<file path="config.mk">
export PLATFORM = sky130hd
export DESIGN_NAME = pulse_gate_meter
export DESIGN_NICKNAME = d
export VERILOG_FILES = /design/src/rtl/pulse_gate_meter.sv
export SDC_FILE = /design/constraint.sdc
export NUM_CORES = 1
export LEC_CHECK = 0
export BUFFER_PORTS_ARGS = -buffer_cell sky130_fd_sc_hd__buf_4
export CORE_ASPECT_RATIO = 0.75
export CORE_MARGIN = 8
export CORE_UTILIZATION = 45
export DETAILED_ROUTE_END_ITERATION = 10
export PLACE_DENSITY = 0.63
export SETUP_SLACK_MARGIN = 0.3
export SYNTH_ARGS = -nofsm -noshare
export SYNTH_HDL_FRONTEND = slang
export SYNTH_SLANG_ARGS = --single-unit
</file>
<file path="constraint.sdc">
create_clock -name clk -period 3.86 [get_ports clk]
set_input_delay 0.579 -clock clk [delete_from_list [all_inputs] [get_ports clk]]
set_output_delay 0.579 -clock clk [all_outputs]
set_load 0.02 [all_outputs]
</file>
<file path="src/rtl/pulse_gate_meter.sv">
// rtl/pulse_gate_meter.sv - trigger-to-gate delay and gate width meter
// Optional input synchronizers: define PULSE_GATE_METER_SYNC_EN.
module pulse_gate_meter #(
    parameter int CNT_W    = 4,
    parameter int MAX_WAIT = 15
) (
    input  logic             clk,
    input  logic             rst,
    input  logic             trig,
    input  logic             sig,
    output logic [CNT_W-1:0] meas_delay,
    output logic [CNT_W-1:0] meas_dur,
    output logic             meas_valid,
    output logic             dur_ovf,
    output logic             timeout,
    output logic             busy
);

    typedef enum logic [1:0] {
        IDLE  = 2'd0,
        WAIT  = 2'd1,
        PULSE = 2'd2
    } state_t;

    localparam logic [CNT_W-1:0] CNT_ONE  = CNT_W'(1);
    localparam logic [CNT_W-1:0] CNT_MAX  = {CNT_W{1'b1}};
    localparam logic [CNT_W-1:0] WAIT_LIM = CNT_W'(MAX_WAIT);

    logic trig_in;
    logic sig_in;

`ifdef PULSE_GATE_METER_SYNC_EN
    logic [1:0] trig_sync;
    logic [1:0] sig_sync;

    // Both paths get identical latency, so measured intervals are unaffected.
    always_ff @(posedge clk or posedge rst) begin
        if (rst) begin
            trig_sync <= 2'b00;
            sig_sync  <= 2'b00;
        end else begin
            trig_sync <= {trig_sync[0], trig};
            sig_sync  <= {sig_sync[0], sig};
        end
    end

    assign trig_in = trig_sync[1];
    assign sig_in  = sig_sync[1];
`else
    assign trig_in = trig;
    assign sig_in  = sig;
`endif

    state_t           state;
    state_t           state_next;
    logic             trig_q;
    logic             sig_q;
    logic             trig_rise;
    logic             sig_rise;
    logic [CNT_W-1:0] delay_cnt;
    logic [CNT_W-1:0] delay_cnt_next;
    logic [CNT_W-1:0] dur_cnt;
    logic [CNT_W-1:0] dur_cnt_next;
    logic             ovf_int;
    logic             ovf_int_next;
    logic [CNT_W-1:0] meas_delay_next;
    logic [CNT_W-1:0] meas_dur_next;
    logic             dur_ovf_next;
    logic             meas_valid_next;
    logic             timeout_next;

    assign trig_rise = trig_in & ~trig_q;
    assign sig_rise  = sig_in & ~sig_q;

    always_ff @(posedge clk or posedge rst) begin
        if (rst) begin
            state      <= IDLE;
            trig_q     <= 1'b0;
            sig_q      <= 1'b0;
            delay_cnt  <= '0;
            dur_cnt    <= '0;
            ovf_int    <= 1'b0;
            meas_delay <= '0;
            meas_dur   <= '0;
            dur_ovf    <= 1'b0;
            meas_valid <= 1'b0;
            timeout    <= 1'b0;
            busy       <= 1'b0;
        end else begin
            state      <= state_next;
            trig_q     <= trig_in;
            sig_q      <= sig_in;
            delay_cnt  <= delay_cnt_next;
            dur_cnt    <= dur_cnt_next;
            ovf_int    <= ovf_int_next;
            meas_delay <= meas_delay_next;
            meas_dur   <= meas_dur_next;
            dur_ovf    <= dur_ovf_next;
            meas_valid <= meas_valid_next;
            timeout    <= timeout_next;
            busy       <= (state_next != IDLE);
        end
    end

    always_comb begin
        state_next      = state;
        delay_cnt_next  = delay_cnt;
        dur_cnt_next    = dur_cnt;
        ovf_int_next    = ovf_int;
        meas_delay_next = meas_delay;
        meas_dur_next   = meas_dur;
        dur_ovf_next    = dur_ovf;
        meas_valid_next = 1'b0;
        timeout_next    = 1'b0;

        unique case (state)
            IDLE: begin
                // A gate edge coincident with the trigger is deliberately not seen.
                if (trig_rise) begin
                    delay_cnt_next = CNT_ONE;
                    state_next     = WAIT;
                end
            end
            WAIT: begin
                if (sig_rise) begin
                    meas_delay_next = delay_cnt;
                    dur_cnt_next    = CNT_ONE;
                    ovf_int_next    = 1'b0;
                    state_next      = PULSE;
                end else if (delay_cnt == WAIT_LIM) begin
                    timeout_next = 1'b1;
                    state_next   = IDLE;
                end else begin
                    delay_cnt_next = delay_cnt + CNT_ONE;
                end
            end
            PULSE: begin
                if (sig_in) begin
                    if (dur_cnt == CNT_MAX) begin
                        ovf_int_next = 1'b1;
                    end else begin
                        dur_cnt_next = dur_cnt + CNT_ONE;
                    end
                end else begin
                    meas_dur_next   = dur_cnt;
                    dur_ovf_next    = ovf_int;
                    meas_valid_next = 1'b1;
                    ovf_int_next    = 1'b0;
                    state_next      = IDLE;
                end
            end
            default: begin
                state_next = IDLE;
            end
        endcase
    end

endmodule

</file>
[Word-level counts from Yosys, hierarchy flattened]
Index checks and enable logic that the tools add are counted.
Word-level totals
  register bits after elaboration: 25
  bits of input ports: 4
  output and inout port bits: 12
Cells by class
  $add $sub $neg: 2
  equality and inequality tests: 11
  mux-type cells: 22
  bitwise operators: 5
  reduce and logical (&&, ||, !) cells: 9
Operators with widths (count)
  4-bit two-way mux: 6
  4-bit one-hot mux with 2 select lines: 2
  2-bit inequality test, second input constant: 6
  4-bit by 1-bit adder with 4-bit output, second input constant: 2
  4-bit equality test, second input constant: 2
  1-bit two-way mux: 8
  2-bit two-way mux: 4
  4-bit AND reduction: 2
  2-bit one-hot mux with 3 select lines: 1
  2-bit nonzero test: 3
  2-bit AND reduction: 2
  3-bit inequality test, second input constant: 1
  1-bit NOT: 3
  3-bit AND reduction: 1
  1-bit bitwise AND: 2
  2-bit by 1-bit equality test with 1-bit output, second input constant: 1
  2-bit equality test, second input constant: 1
  2-bit zero test: 1
  1-bit one-hot mux with 2 select lines: 1

[Depth between registers and ports, before layout]
  depth after elaboration: 5
  mapped depth: 6
  mapped depth without buffers: 5

[Worst setup path after synthesis]
Ideal clock, no wire load.
  path type: input to register
  start point: input sig
  end point: register delay_cnt[0]
  setup time: 125 ps
  data arrival time: 1530 ps
  data required time: 3735 ps
  setup slack: 2205 ps
  stages on the path: 5
  path buffers: 1
  cells stage by stage: or2b_1 a21o_1 and2_4 buf_6 mux2_4
On the way
  cells in the longest elaborated chain, start to end: 3
RTL lines
  start, declared: RTL line 10  | input logic sig,
  1-bit bitwise AND: RTL line 73  | assign sig_rise = sig_in & ~sig_q;
  2-bit inequality test (no source line)
  4-bit AND reduction (no source line)
  end signal, assigned: RTL line 93  | delay_cnt <= delay_cnt_next;
  end, declared: RTL line 60  | logic [CNT_W-1:0] delay_cnt;
Every way passes these cells.
A chain may end at the register's enable or synchronous reset.

[Worst setup path after layout]
  start point: register state[1]
  end point: register delay_cnt[0]
On the way
  cells in the longest elaborated chain, start to end: 3
RTL lines
  start, declared: RTL line 54  | state_t state;
  start signal, assigned: RTL line 90  | state <= state_next;
  2-bit by 1-bit equality test with 1-bit output / 2-bit zero test (equally long branches): RTL line 116  | unique case (state)
  2-bit inequality test (no source line) / 2-bit nonzero test (equally long branches)
  4-bit AND reduction (no source line)
Several ways; a longest one is shown, not always the timed one.

==> results.toml <==
[sta]
drv_slew = 0
setup_slack_ns = 2.20
maxSlewHeadroom_pct = 39.7
hold_viol = 0
setup_viol = 0
fin_tns_setup_ns = 0
fin_crit_ns = 1.66
fin_worst_skew_ns = 0.00331
fin_crit_sh_pct = 43.1
tightest_slew_ns = 0.903
rsz0062_at_grt = "no"
fmax_ghz = 0.601

[clocking]
h-tree-depth = 1
clk_path_buf_depth = 2
clkTransAtPathRegs_ns = 0.12
ctsHoldBuffers = 0
cts_resized = 0
root_buffer = "clkbuf_4"
cts_tree = "built"
clkSinkCount = 25
post-cts-setup-buffers = 0
cts_buffers = 3
insertion_delay_ns = 0.31

[worst_setup_path]
crit_family = "simple AND/OR/NAND/NOR gates"
crit_required_ns = 4.07
crit_path_start_kind = "register"
worstPathArrival_ns = 1.87
cp_slowest_cell = "dfrtp_1"
crit_chain = "nor4b_2, a21o_1, and2_4, mux2_4"
path_class = "register to register"
cp-end-kind = "register"
path_buf_inv = 0
cpPeakStageDelay_ns = 0.46
crit_path_max_fanout = 5

[routing]
drtAntennaViolNets = 0
wire_per_inst_um = 13.4
drt_iter0_markers = 20
routed_wirelength_um = 1820
drt_drc_violations_left = 0
num_vias = 668
viasPerCell = 4.95
dr.pass1.iters = 4

[die]
die_area_um2 = 4210
core_area_um2 = 2270
initial_utilization_pct = 47.1
fp.dieH_um = 58.2
fp-row-count = 15
die_x_um = 72.3
ios = 16

[grt]
grt_max_degree = 26
grt_pass1_wl_um = 3180
grt_usage_pct = 9.80
grt-ovfl-total = 0
antenna_found_initial = 0
first_global_vias = 694

[layout]
register_area_um2 = 626
drive_above_1_share_pct = 29.7
final_cell_area_um2 = 1220
nNetsFinal = 108
diodes = 0
multi_input_area_um2 = 404
fillCellCount = 210
syn_to_final_growth_pct = 13.9

[synth]
synth_top_area_share_pct = 58.5
synth-edff-count = 0
synth_warnings = 0
ys_types = 29
syn_inst = 86
yosysTopAreaCell = "dfrtp_1"
synth_area_leaders = "dfrtp_1, mux2_2, nand2_1"
avgSynthCellArea_um2 = 12.4
synth_nets = 92
ys.flop_type = "dfrtp_1"
yosysSeqAreaShare_pct = 58.5
synth_async_sr_flop_share_pct = 100
netlist_area_um2 = 1070
ys_seq_elements = 25

[outcome]
outcome = "complete, no violations"

[worst_hold_path]
hold_class = "input pin to register"

[placement]
postPlaceCellArea_um2 = 1190
dp_hpwl_um = 1360
io_buffers = 15
pre_cts_slack_ns = 2.07
place.gp.congestion = 0.843

[pwr]
p_per_area_nw_per_um2 = 629
peakVddDrop_mv = 0.374
leakagePower_nw = 0.595

[job]
cap_violations = 0
-- cell usage in the layout, fill, tap and decap left out, types with 2 or more instances in the layout --
master    Yosys  routed
nand2_1      12      12
ha_1          2       2
nor2b_1       3       3
a21oi_1       3       3
o21ai_0       2       2
buf_4         0      15
inv_1         2       2
clkbuf_4      0       3
nor2_1        3       3
nand4_1       2       2
mux2i_1       3       3
mux2_2        8       8
dfrtp_1      25      25
a211oi_1      2       2
-- stage by stage --
stage / hold slack (ns) / utilization [%] / power [mW] / cells
2_1_floorplan: 0.461 / - / 0.581 / 86
6_report: 0.371 / 53.7 / 0.766 / 135
3_5_place_dp: 0.479 / 52.5 / 0.662 / 131
5_1_grt: 0.354 / 53.7 / 0.822 / 135
3_3_place_gp: 0.479 / 52.5 / 0.655 / 131
4_1_cts: 0.360 / 53.7 / 0.777 / 135
-- state kept, by name, summed over array words and instances (netlist names), 2 cells and up --
signal      cells
delay_cnt       4
meas_dur        4
meas_delay      4
dur_cnt         4
state           2
-- Yosys cell counts, types with 2 or more instances --
| cell | count |
|---|---|
| dfrtp_1 | 25 |
| nand2_1 | 12 |
| mux2_2 | 8 |
| a21oi_1 | 3 |
| mux2i_1 | 3 |
| nor2_1 | 3 |
| nor2b_1 | 3 |
| a211oi_1 | 2 |
| buf_2 | 2 |
| buf_6 | 2 |
| ha_1 | 2 |
| inv_1 | 2 |
| nand4_1 | 2 |
| o21ai_0 | 2 |
-- power breakdown --
group / switching (mW) / internal (mW)
logic: 0.130 / 0.129
registers: 0.0619 / 0.332
clock network: 0.0732 / 0.0404
total: 0.265 / 0.501
-- worst register-to-register path, stage by stage, from the launching register on --
cell     delay, ns
dfrtp_1       0.46
nor4b_2       0.44
a21o_1        0.19
and2_4        0.19
mux2_4        0.30
-- cell families (layout without fill, tap and decap cells) --
group	after synthesis	count (layout)	share of synthesized area, %
flops	25	25	58.5
compound gates	10	10	5.96
mux	12	12	12.6
simple gates	30	30	16.0
xor+xnor	1	1	0.819
buf+inv	6	21	3.74
fa+ha+maj	2	2	2.34
-- path summary, 6_finish.rpt --
path,from,depth (start not counted),to,slack [ns]
worst max-delay path,state[1],4,delay_cnt[0],2.20
worst min-delay path,trig,1,trig_q,0.37
worst max register to register,state[1],4,delay_cnt[0],2.20
worst min register to register,meas_delay[1],2,meas_delay[1],0.51
max in group asynchronous,rst,2,timeout,2.86
min in group asynchronous,rst,2,dur_cnt[2],0.45
-- cell type report --
cell class / count / share of cell area, %
clock buffer: 4 / 2.16
inverter: 2 / 0.616
multi-input combinational: 55 / 33.2
sequential: 25 / 51.3
tap: 34 / 3.49
timing repair buffer: 15 / 9.24
-- per-layer routing --
| metal | routed length (um) | vias up | track usage, % | share of wire (%) |
|---|---|---|---|---|
| li1 | - | 327 | - | - |
| met1 | 882 | 321 | 11.8 | 49 |
| met2 | 804 | 18 | 14.9 | 44 |
| met3 | 112 | 2 | 5.16 | 6.2 |
| met4 | 15 | 0 | 2.61 | 0.83 |
| met5 | 0 | - | 0 | 0 |
Note: power is estimated with default switching activity, not from simulation.
